--- config.mk ---
export PLATFORM = sky130hd
export DESIGN_NAME = pipe_stage_reg_flat
export DESIGN_NICKNAME = d
export VERILOG_FILES = /design/src/rtl/pipe_stage_reg_if.sv /design/src/rtl/pipe_stage_reg.sv /design/src/flat_wrapper.sv
export SDC_FILE = /design/constraint.sdc
export NUM_CORES = 1
export LEC_CHECK = 0
export BUFFER_PORTS_ARGS = -buffer_cell sky130_fd_sc_hd__buf_2
export CAP_MARGIN = 10
export CORE_MARGIN = 1.5
export CORE_UTILIZATION = 56
export DETAILED_ROUTE_END_ITERATION = 8
export PLACE_DENSITY = 0.83
export SYNTH_ARGS = -nofsm -noshare
export SYNTH_HDL_FRONTEND = slang
export SYNTH_SLANG_ARGS = --single-unit
export TNS_END_PERCENT = 20
--- constraint.sdc ---
create_clock -name clk -period 4.1 [get_ports clk]
set_clock_uncertainty 0.2 [all_clocks]
set_input_delay 0.41 -clock clk [delete_from_list [all_inputs] [get_ports clk]]
set_output_delay 0.41 -clock clk [all_outputs]
set_load 0.1 [all_outputs]
--- src/rtl/pipe_stage_reg_if.sv ---
// Valid/ready link carrying one control vector and one data payload between pipeline stages.
interface pipe_stage_reg_if #(
    parameter int unsigned CTRL_W = 32,
    parameter int unsigned DATA_W = 160
);
    logic              valid;
    logic              ready;
    logic [CTRL_W-1:0] ctrl;
    logic [DATA_W-1:0] data;

    modport master (output valid, output ctrl, output data, input ready);
    modport slave  (input valid, input ctrl, input data, output ready);
endinterface

--- src/rtl/pipe_stage_reg.sv ---
// Parametrised CPU pipeline stage register: valid/ready handshake, optional skid entry,
// flush-to-bubble with selectively kept data bits, deferred flush under stall, flush counter.
module pipe_stage_reg #(
    parameter int unsigned       CTRL_W           = 32,
    parameter int unsigned       DATA_W           = 160,
    parameter logic [CTRL_W-1:0] CTRL_BUBBLE      = '0,
    parameter logic [DATA_W-1:0] DATA_KEEP        = '0,
    parameter bit                SKID             = 1'b1,
    parameter bit                FLUSH_OVER_STALL = 1'b0
) (
    input  logic              clk,
    input  logic              rst,
    input  logic              stall,
    input  logic              flush,
    pipe_stage_reg_if.slave   up,
    pipe_stage_reg_if.master  dn,
    output logic [1:0]        occupancy,
    output logic              flush_pend,
    output logic [15:0]       flush_cnt
);
    localparam int unsigned CNT_W = 16;

    logic              m_valid_q, m_valid_d;
    logic [CTRL_W-1:0] m_ctrl_q,  m_ctrl_d;
    logic [DATA_W-1:0] m_data_q,  m_data_d;
    logic              s_valid_q, s_valid_d;
    logic [CTRL_W-1:0] s_ctrl_q,  s_ctrl_d;
    logic [DATA_W-1:0] s_data_q,  s_data_d;
    logic              flush_pend_q, flush_pend_d;
    logic [CNT_W-1:0]  flush_cnt_q,  flush_cnt_d;

    logic in_ready_c;
    logic accept_c;
    logic drain_c;
    logic eff_flush_c;

    // With a skid entry, ready only reflects skid occupancy, cutting the out_ready->in_ready path.
    assign in_ready_c  = SKID ? ~s_valid_q
                              : (~stall & (~m_valid_q | dn.ready) & ~flush_pend_q);
    assign accept_c    = up.valid & in_ready_c;
    assign drain_c     = m_valid_q & dn.ready & ~stall;
    assign eff_flush_c = (flush | flush_pend_q) & (~stall | FLUSH_OVER_STALL);

    always_comb begin
        m_valid_d    = m_valid_q;
        m_ctrl_d     = m_ctrl_q;
        m_data_d     = m_data_q;
        s_valid_d    = s_valid_q;
        s_ctrl_d     = s_ctrl_q;
        s_data_d     = s_data_q;
        flush_pend_d = flush_pend_q;
        flush_cnt_d  = flush_cnt_q;

        if (eff_flush_c) begin
            // Same-cycle accepted item is dropped; only the keep bits of in_data survive.
            m_valid_d    = 1'b0;
            s_valid_d    = 1'b0;
            m_ctrl_d     = CTRL_BUBBLE;
            m_data_d     = up.data & DATA_KEEP;
            flush_pend_d = 1'b0;
            if (flush_cnt_q != {CNT_W{1'b1}}) flush_cnt_d = flush_cnt_q + CNT_W'(1);
        end else if (stall) begin
            if (flush) flush_pend_d = 1'b1;
            if (accept_c) begin
                s_valid_d = 1'b1;
                s_ctrl_d  = up.ctrl;
                s_data_d  = up.data;
            end
        end else if (s_valid_q && (drain_c || !m_valid_q)) begin
            m_valid_d = 1'b1;
            m_ctrl_d  = s_ctrl_q;
            m_data_d  = s_data_q;
            s_valid_d = 1'b0;
        end else if (accept_c && (drain_c || !m_valid_q)) begin
            m_valid_d = 1'b1;
            m_ctrl_d  = up.ctrl;
            m_data_d  = up.data;
        end else if (accept_c) begin
            s_valid_d = 1'b1;
            s_ctrl_d  = up.ctrl;
            s_data_d  = up.data;
        end else if (drain_c) begin
            m_valid_d = 1'b0;
            m_ctrl_d  = CTRL_BUBBLE;
        end

        if (!SKID) s_valid_d = 1'b0;
    end

    always_ff @(posedge clk) begin
        if (rst) begin
            m_valid_q    <= 1'b0;
            m_ctrl_q     <= CTRL_BUBBLE;
            m_data_q     <= '0;
            s_valid_q    <= 1'b0;
            s_ctrl_q     <= CTRL_BUBBLE;
            s_data_q     <= '0;
            flush_pend_q <= 1'b0;
            flush_cnt_q  <= '0;
        end else begin
            m_valid_q    <= m_valid_d;
            m_ctrl_q     <= m_ctrl_d;
            m_data_q     <= m_data_d;
            s_valid_q    <= s_valid_d;
            s_ctrl_q     <= s_ctrl_d;
            s_data_q     <= s_data_d;
            flush_pend_q <= flush_pend_d;
            flush_cnt_q  <= flush_cnt_d;
        end
    end

    assign up.ready   = in_ready_c;
    assign dn.valid   = m_valid_q;
    assign dn.ctrl    = m_ctrl_q;
    assign dn.data    = m_data_q;
    assign occupancy  = 2'(m_valid_q) + 2'(s_valid_q);
    assign flush_pend = flush_pend_q;
    assign flush_cnt  = flush_cnt_q;
endmodule
--- src/flat_wrapper.sv ---
// flat-port wrapper written by rule: the top's interface ports become plain ports
module pipe_stage_reg_flat 
#(
    parameter int unsigned       CTRL_W           = 32,
    parameter int unsigned       DATA_W           = 160,
    parameter logic [CTRL_W-1:0] CTRL_BUBBLE      = '0,
    parameter logic [DATA_W-1:0] DATA_KEEP        = '0,
    parameter bit                SKID             = 1'b1,
    parameter bit                FLUSH_OVER_STALL = 1'b0
)
  (clk, rst, stall, flush, occupancy, flush_pend, flush_cnt, up_valid, up_ctrl, up_data, up_ready, dn_valid, dn_ctrl, dn_data, dn_ready);
  pipe_stage_reg_if #(.CTRL_W(CTRL_W), .DATA_W(DATA_W)) up_i ();
  pipe_stage_reg_if #(.CTRL_W(CTRL_W), .DATA_W(DATA_W)) dn_i ();
  input  logic clk;
  input  logic rst;
  input  logic stall;
  input  logic flush;
  output logic [1:0] occupancy;
  output logic flush_pend;
  output logic [15:0] flush_cnt;
  input wire logic [$bits(up_i.valid)-1:0] up_valid;
  input wire logic [$bits(up_i.ctrl)-1:0] up_ctrl;
  input wire logic [$bits(up_i.data)-1:0] up_data;
  output wire logic [$bits(up_i.ready)-1:0] up_ready;
  output wire logic [$bits(dn_i.valid)-1:0] dn_valid;
  output wire logic [$bits(dn_i.ctrl)-1:0] dn_ctrl;
  output wire logic [$bits(dn_i.data)-1:0] dn_data;
  input wire logic [$bits(dn_i.ready)-1:0] dn_ready;
  assign up_i.valid = up_valid;
  assign up_i.ctrl = up_ctrl;
  assign up_i.data = up_data;
  assign up_ready = up_i.ready;
  assign dn_valid = dn_i.valid;
  assign dn_ctrl = dn_i.ctrl;
  assign dn_data = dn_i.data;
  assign dn_i.ready = dn_ready;
  pipe_stage_reg #(.CTRL_W(CTRL_W), .DATA_W(DATA_W), .CTRL_BUBBLE(CTRL_BUBBLE), .DATA_KEEP(DATA_KEEP), .SKID(SKID), .FLUSH_OVER_STALL(FLUSH_OVER_STALL)) u_core (.clk(clk), .rst(rst), .stall(stall), .flush(flush), .up(up_i), .dn(dn_i), .occupancy(occupancy), .flush_pend(flush_pend), .flush_cnt(flush_cnt));
endmodule
==> results of run 1 <==
-- worst reg2reg max path, delay by kind of cell, from the launching register on --
kind	cells	cell delay [ns]
simple gates	3	1.46
flops	1	0.49
buf+inv	1	0.43
compound gates	1	0.24
-- cells in the final DEF (no fill, tap or decap), types with 9 or more instances in the layout --
cell type	instances
clkbuf_16	43
buf_2	409
o221ai_1	159
buf_4	13
nand2_1	548
a21oi_1	366
nor2_1	38
nor3_1	35
a221oi_1	32
dfxtp_1	403
clkbuf_8	9
dlygate4sd3_1	193
-- layer usage --
layer / up-vias / part of all wire (%) / track usage (%) / wire length (µm)
li1: 7441 / - / - / -
met1: 7891 / 36 / 43.3 / 19500
met2: 1299 / 47 / 61.3 / 25900
met3: 284 / 11 / 9.00 / 5930
met4: 2 / 6.0 / 20.5 / 3250
met5: - / 0.024 / 0 / 13
-- kinds of logic after synthesis --
logic type,Yosys count,share of synthesized area [%]
AOI/OAI and AO/OA,579,24.0
adders and majority gates,2,0.164
buffers and inverters,180,5.36
DFF,403,52.9
muxes,2,0.139
and+or+nand+nor,663,17.5
-- how the worst max path moves through the flow --
stage,start,to,slack (ns)
floorplan,u_core.flush_cnt[0],u_core.flush_cnt[14],1.51
global placement,dn_ready,u_core.dn.data[96],1.38
detailed placement,dn_ready,u_core.dn.data[115],1.29
CTS,u_core.dn.valid,u_core.dn.data[115],1.33
global route,u_core.dn.valid,u_core.dn.data[115],1.07
finish,u_core.dn.valid,u_core.dn.data[115],1.19
-- metrics by stage --
stage / hold slack [ns] / total power, W / utilization, %
final: 0.0948 / 0.00999 / 76.7
after global routing: 0.0880 / 0.0103 / 76.7
after CTS: 0.0824 / 0.00993 / 76.7
after detailed placement: 0.241 / 0.00592 / 64.2
after global placement: 0.234 / 0.00589 / 64.2
after floorplan: 0.236 / 0.00552 / -
-- where the power goes --
group	switching, W	leakage (nW)	internal, W	total (W)
registers	0.000114	3.28	0.00410	0.00421
logic	0.00138	4.17	0.000459	0.00184
clock network	0.00154	0.705	0.00239	0.00393
-- state kept, by name (all words and copies together), names as in the netlist --
register,cells
u_core.flush_cnt,16
u_core.dn.valid,1
u_core.dn.data,160
u_core.dn.ctrl,32
u_core.s_valid_q,1
u_core.flush_pend,1
u_core.s_data_q,160
u_core.s_ctrl_q,32
-- Yosys cell counts, drive strengths merged --
library cell and number:
and3 2, and2b 1, a41oi 1, inv 2, nand2 548, a221oi 32
dfxtp 403, o221ai 159, nor3b 1, o2111ai 1, nor2b 1, or4 6
nor2 38, o21ai 6, nand2b 3, and4 5, a21oi 368, o31ai 8
o21ba 1, mux2 1, nand3 4, nor3 37, a211oi 1, nor4 2
buf 98, ha 2, nand3b 1, clkbuf 80, nand4 5, or3 9
o2111a 1, mux2i 1, o21bai 1
-- layout make-up --
type	instances	area [µm²]
Clock inverter	13	194
Fill cell	1706	6260
Timing Repair Buffer	624	4250
Antenna cell	4	10.0
Inverter	2	10.0
Multi-Input combinational cell	1246	6430
Sequential cell	403	8070
Tap cell	341	427
Clock buffer	59	1230
==> metrics, run 1 <==
final worst-path setup slack 1.19 ns; Synth area leaders dfxtp_1 53%, nand2_1 13%, a21oi_1 12%, o221ai_1 9.1%, buf_2 2.9%; Worst Setup Slack post-DPL 1.29 ns; Setup Buffers After CTS 0; GRT overflow 0; CP Capture Type register; crit path DAT 3.14 ns; DP HPWL between 20 and 30 mm; Fin. Hold Viols 0; number of synthesis warnings 0; Worst setup SP type register; crit-path max FO between 80 and 90; Cell Count, Final, Fillers Out 2,692; IO buf count 410; number of H-tree levels 2; Seq/Total Area, Yosys between 50% and 60%; worst reg2reg path endpoint u_core.dn.data[115]; slowest stage delay, CP 0.89 ns; Syn Nets 2,029; Placer Congestion a little over 0.8; Critical Path RT 4.33 ns; via count 16,900; Final Setup Violations 0; clock sink count between 400 and 500; largest net degree at the start of global routing 135; CP Cell Sequence and2b_1 > or3_4 > buf_12 > nand2_1 > a21oi_1; Core ar. about 0.027 mm²; die area between 0.02 and 0.03 mm²; root buffer cell clkbuf_16; final design instance area without fill 0.0206 mm²; Avg Vias per Cell 6.28; Die H 168 µm; Levels on crit path 5; max-cap violations 0; placed instance area 0.0173 mm²; hold wc startpoint stall; Initial Util 56.8%; vias in the first global route ~16,000; num ports 411; kind of critical path register to register; std cell rows 60; Mapped Cells 1,829; post-route setup TNS 0 ns; Worst Hold Class input pin to register; CTS buffer count between 40 and 50; first-pass GRT wire length 84.5 mm; area leader, netlist dfxtp_1; worst slew pin tran 1.20 ns; worst reg2reg path depth 5; Starting DRT DRC Count 2,179; post-layout min period 2.91 ns; hold depth 2; fin crit share roughly 71%; Post-layout nets 2,518; WL per Instance 20.3 µm; Clock Path Buffers 3; outcome finished, final reports clean; post-route ant nets 0; Pleak 8.15 nW; initial antenna violation count 4; dpl cells approximately 2,400; fmax roughly 0.34 GHz; Clk pin slew, worst setup/hold paths 0.06 ns; WHS Endpoint u_core.flush_pend; CP bufs+invs 1; worst skew pair latency 0.52 ns; Slew headroom between 20% and 30%; Synth top area share 52.9%; layout cell share with drive strength beyond 1 between 20% and 30%; mapped cell area approximately 0.015 mm²; r2r setup slk 1.19 ns; TritonRoute pass-1 iters 6; Pins Over Slew Limit 0; drt drc 0; Die Span X about 170 µm; mean post-synth cell area 8.35 µm²; #FFs+latches synth 403; R2R Path Start u_core.dn.valid; CTS resizes 0; worst vdd ir about 0.44 mV; post-synth cell types 41; Area growth syn-to-layout 35.1%; hold_buf cts 193; CP delay by family, top simple AND/OR/NAND/NOR gates; final WL 54.5 mm; pwr dens 485 mW/mm²; RSZ-0062 raised after global routing false; slowest cell on the critical path or3_4; GRT Overall Usage 36.6%; CTS tree done
Note: power is estimated with default switching activity, not from simulation.
==> inputs of run 2 (changes only) <==
--- a/config.mk
+++ b/config.mk
@@ -8,9 +8,9 @@
 export BUFFER_PORTS_ARGS = -buffer_cell sky130_fd_sc_hd__buf_2
 export CAP_MARGIN = 10
 export CORE_MARGIN = 1.5
-export CORE_UTILIZATION = 56
+export CORE_UTILIZATION = 52
 export DETAILED_ROUTE_END_ITERATION = 8
-export PLACE_DENSITY = 0.83
+export PLACE_DENSITY = 0.78
 export SYNTH_ARGS = -nofsm -noshare
 export SYNTH_HDL_FRONTEND = slang
 export SYNTH_SLANG_ARGS = --single-unit
==> constraint.sdc (replaced) <==
create_clock -name clk -period 2.8 [get_ports clk]
set_clock_uncertainty 0.2 [all_clocks]
set_input_delay 0.28 -clock clk [delete_from_list [all_inputs] [get_ports clk]]
set_output_delay 0.28 -clock clk [all_outputs]
set_load 0.1 [all_outputs]
==> run 2 against run 1 <==
Largest power group unchanged. Largest cell class unchanged. Sequential share of layout area down 0.46 points. Clock-buffer cell count grew 1. Utilization decreased by 4.2 points. Clock power increased by 43%.
==> metrics, run 2 (synthesized netlist as in run 1, its figures left out) <==
outcome finished, final reports clean (unchanged); Setup Buffers After CTS 0 (unchanged); pwr dens 696 mW/mm² (was 485 mW/mm²); CTS buffer count 41 (unchanged); CTS resizes 0 (unchanged); TritonRoute pass-1 iters 6 (unchanged); Avg Vias per Cell 6.03 (was 6.28); post-route ant nets 0 (unchanged); WL per Instance 19.0 µm (was 20.3 µm); first-pass GRT wire length 82.0 mm (was 84.5 mm); clock power share 38.8% (was 39.4%); Placer Congestion 0.823 (was 0.828); Post-Route Utilization 72.5% (was 76.7%); Initial Util 53.0% (was 56.8%); vias in the first global route 16,000 (was 16,200); GRT Overall Usage 32.7% (was 36.6%); final WL 52.3 mm (was 54.5 mm); Die Span X 174 µm (was 168 µm); hold_buf cts 194 (was 193); number of H-tree levels 2 (unchanged); kind of critical path register to output port (was register to register); Gate power share 18.7% (was 18.4%); Slew headroom 60.2% (was 20.2%); post-layout min period roughly 2.7 ns; clock sink count 403 (unchanged); Int Pwr 0.0101 W (was 0.00695 W); max-cap violations 0 (unchanged); IO buf count 410 (unchanged); sw frac 30.6% (was 30.4%); initial antenna violation count 2 (was 4); most frequent cells in the layout 548 x nand2_1, 409 x buf_2, 403 x dfxtp_1 (unchanged); switching power total 0.00444 W (was 0.00304 W); Die H 174 µm (was 168 µm); Clock Path Buffers 3 (unchanged); std cell rows 62 (was 60); Fin. Hold Viols 0 (unchanged); post-route setup TNS 0 ns (unchanged); drt drc 0 (unchanged); crit path DAT 2.21 ns (was 3.14 ns); GRT overflow 0 (unchanged); Post-layout nets 2,531 (was 2,518); die area 0.0304 mm² (was 0.0283 mm²); worst skew pair latency 0.52 ns (about the same); commonest non-fill, non-tap cell in the layout nand2_1 (unchanged); worst vdd ir 0.492 mV (was 0.437 mV); Worst setup SP type register (unchanged); Core ar. 0.0288 mm² (was 0.0269 mm²); num ports 411 (unchanged); Clk pin slew, worst setup/hold paths 0.06 ns (about the same); CTS tree done (unchanged); fin crit share 95.9%; Area growth syn-to-layout 36.7% (was 35.1%); Pleak 8.24 nW (was 8.15 nW); layout cell share with drive strength beyond 1 22.2% (was 21.7%); root buffer cell clkbuf_16 (unchanged); fmax 0.372 GHz; Pins Over Slew Limit 0 (unchanged); Final Setup Violations 0 (unchanged); crit-path max FO 29 (was 86); CP Capture Type output port (was register); DP HPWL 28.5 mm (about the same); RSZ-0062 raised after global routing false (unchanged); largest net degree at the start of global routing 115 (was 135); Seq pwr share 42.5% (was 42.2%); via count 16,600 (was 16,900); Critical Path RT 2.32 ns (was 4.33 ns); Worst Hold Class input pin to register (unchanged); worst slew pin tran 0.597 ns (was 1.20 ns); Starting DRT DRC Count 1,910 (was 2,179)
[run 2: layout make-up]
type	count	area [µm²]
Sequential cell	403	8070
Fill cell	1950	7920
Multi-Input combinational cell	1246	6440
Timing Repair Buffer	637	4450
Clock buffer	60	1240
Tap cell	384	480
Clock inverter	15	166
Inverter	2	10.0
Antenna cell	4	10.0
[run 2: stage by stage]
step	cell area (µm²)	power (W)	setup WS (ns)	cells	hold slack, ns
after CTS	20900	0.0145	0.132	2747	0.0219
after floorplan	15300	0.00808	0.214	1829	0.216
after global placement	17500	0.00867	0.624	2478	0.235
after detailed placement	17500	0.00871	0.557	2478	0.241
final	20900	0.0145	0.115	2751	0.0309
after global routing	20900	0.0149	0.0497	2749	0.0627
[run 2: final timing paths]
path	from	endpoint	slack [ns]	cells past startpoint
setup / recovery	u_core.s_valid_q	occupancy[1]	0.11	3
hold / removal	stall	u_core.dn.valid	0.03	4
hold reg to reg	u_core.dn.data[122]	u_core.dn.data[122]	0.25	2
setup reg to reg	u_core.s_valid_q	u_core.dn.data[58]	0.53	5
[run 2: critical path, stage by stage (launching register included)]
cell,delay (ns)
dfxtp_1,0.52
buf_4,0.41
ha_1,0.29
buf_2,0.45
[run 2: layer usage]
metal	global-route usage, %	wire length [µm]
met2	54.9	25100
met3	7.00	5240
met4	15.3	2520
met5	0	0
met1	39.9	19400
[run 2: power by group through the flow]
| stage | clock, W | sequential, W | combinational (W) |
|---|---|---|---|
| floorplan | 0 | 0.00725 | 0.000826 |
| global placement | 0 | 0.00626 | 0.00241 |
| detailed placement | 0 | 0.00627 | 0.00244 |
| CTS | 0.00567 | 0.00615 | 0.00266 |
| global route | 0.00591 | 0.00618 | 0.00285 |
| finish | 0.00563 | 0.00616 | 0.00272 |
==> inputs of run 3 (changes only) <==
--- a/config.mk
+++ b/config.mk
@@ -5,7 +5,7 @@
 export SDC_FILE = /design/constraint.sdc
 export NUM_CORES = 1
 export LEC_CHECK = 0
-export BUFFER_PORTS_ARGS = -buffer_cell sky130_fd_sc_hd__buf_2
+export BUFFER_PORTS_ARGS = -buffer_cell sky130_fd_sc_hd__clkbuf_2
 export CAP_MARGIN = 10
 export CORE_MARGIN = 1.5
 export CORE_UTILIZATION = 52
==> run 3 against run 2 <==
Sequential power about the same. Clock power down 3.9%. Cell count about the same. Total power down 1.5%. Combinational power about the same. Worst setup slack better by 0.12 ns. Maximum frequency up 4.6%. Largest power group unchanged. Critical path depth unchanged. First-iteration DRC count down 1.9%. Register-to-register slack worse by 0.09 ns. Global-route usage down 0.44 points. Highest routed layer unchanged.
==> metrics, run 3 (synthesized netlist as in run 1, its figures left out) <==
Worst setup SP type register (unchanged); outcome finished, final reports clean (unchanged); DP HPWL 28.5 mm (about the same); Setup Buffers After CTS 0 (unchanged); hold depth 2 (was 4); kind of critical path register to output port (unchanged); Clk pin slew, worst setup/hold paths 0.06 ns (about the same); final worst-path setup slack 0.232 ns (was 0.115 ns); worst vdd ir 0.507 mV (was 0.492 mV); final design instance area without fill 0.0208 mm² (was 0.0209 mm²); first-pass GRT wire length 81.1 mm (was 82.0 mm); Avg Vias per Cell 5.99 (was 6.03); CTS resizes 0 (unchanged); Critical Path RT 2.32 ns (about the same); crit path DAT 2.09 ns (was 2.21 ns); Die H 174 µm (unchanged); Post-Route Utilization 72.4% (was 72.5%); std cell rows 62 (unchanged); CP Cell Sequence buf_4 > ha_1 > clkbuf_2 (was buf_4 > ha_1 > buf_2); GRT overflow 0 (unchanged); placed instance area 0.0175 mm² (about the same); Worst Hold Class input pin to register (unchanged); Slew headroom 42.2% (was 60.2%); final WL 51.9 mm (was 52.3 mm); via count 16,500 (was 16,600); post-layout min period 2.57 ns (was 2.69 ns); Final Setup Violations 0 (unchanged); root buffer cell clkbuf_16 (unchanged); Clock Path Buffers 3 (unchanged); slowest stage delay, CP 0.46 ns (was 0.52 ns); most frequent cells in the layout 548 x nand2_1, 408 x clkbuf_2, 403 x dfxtp_1 (was 548 x nand2_1, 409 x buf_2, 403 x dfxtp_1); CP bufs+invs 2 (unchanged); IO buf count 410 (unchanged); Total Power 0.0143 W (was 0.0145 W); fin crit share 91.7% (was 95.9%); Levels on crit path 3 (unchanged); CTS buffer count 40 (was 41); CTS tree done (unchanged); GRT Overall Usage 32.2% (was 32.7%); CP Capture Type output port (unchanged); post-route setup TNS 0 ns (unchanged); initial antenna violation count 2 (unchanged); Die Span X 174 µm (unchanged); vias in the first global route 15,500 (was 16,000); Worst Setup Slack post-DPL 0.526 ns (was 0.557 ns); worst reg2reg path depth 5 (unchanged); post-route ant nets 0 (unchanged); Pins Over Slew Limit 0 (unchanged); Starting DRT DRC Count 1,874 (was 1,910); CP delay by family, top buffers and inverters (unchanged); Core ar. 0.0288 mm² (unchanged); Post-layout nets 2,530 (was 2,531); crit-path max FO 32 (was 29); Area growth syn-to-layout 36.4% (was 36.7%); Fin. Hold Viols 0 (unchanged); WL per Instance 18.9 µm (was 19.0 µm); largest net degree at the start of global routing 123 (was 115); Pleak 8.09 nW (was 8.24 nW); max-cap violations 0 (unchanged); TritonRoute pass-1 iters 7 (was 6); Initial Util 53.0% (unchanged); hold_buf cts 194 (unchanged); layout cell share with drive strength beyond 1 21.9% (was 22.2%); pwr dens 686 mW/mm² (was 696 mW/mm²); die area 0.0304 mm² (unchanged); RSZ-0062 raised after global routing false (unchanged); num ports 411 (unchanged); fmax 0.389 GHz (was 0.372 GHz); drt drc 0 (unchanged); Placer Congestion 0.823 (unchanged); worst skew pair latency 0.53 ns (was 0.52 ns); worst slew pin tran 0.867 ns (was 0.597 ns); slowest cell on the critical path dfxtp_1 (unchanged); clock sink count 403 (unchanged); number of H-tree levels 2 (unchanged); commonest non-fill, non-tap cell in the layout nand2_1 (unchanged)
-- run 3: area by class of cell --
cell class | instances | area (µm²)
sequential | 403 | 8070
fill | 2012 | 7950
multi-input combinational | 1246 | 6440
timing repair buffer | 637 | 4490
clock buffer | 64 | 1220
tap | 384 | 480
clock inverter | 9 | 106
inverter | 2 | 10.0
antenna | 4 | 10.0
-- run 3: power by group --
part	internal, W	leakage, nW	switching [W]
Combinational	0.000706	4.15	0.00201
Clock	0.00318	0.656	0.00223
Sequential	0.00601	3.28	0.000161
-- run 3: worst paths after layout --
path / from / end / slack, ns
min: stall / u_core.flush_pend / 0.03
max reg2reg: u_core.dn.valid / u_core.s_data_q[82] / 0.44
min reg2reg: u_core.dn.data[18] / u_core.dn.data[18] / 0.25
max: u_core.s_valid_q / occupancy[0] / 0.23
-- run 3: through the flow --
stage | std cells | hold WS, ns
after floorplan | 1829 | 0.216
after global placement | 2478 | 0.237
after detailed placement | 2478 | 0.242
after CTS | 2745 | 0.0210
after global routing | 2747 | 0.0308
final | 2749 | 0.0318
-- run 3: routing by layer --
metal  wire length [µm]  GRT usage, %  vias up
li1                   -             -     7463
met1              19300          39.5     7750
met2              24800          53.5     1044
met3               5200          7.50      212
met4               2520          15.3        0
met5                  0             0        -
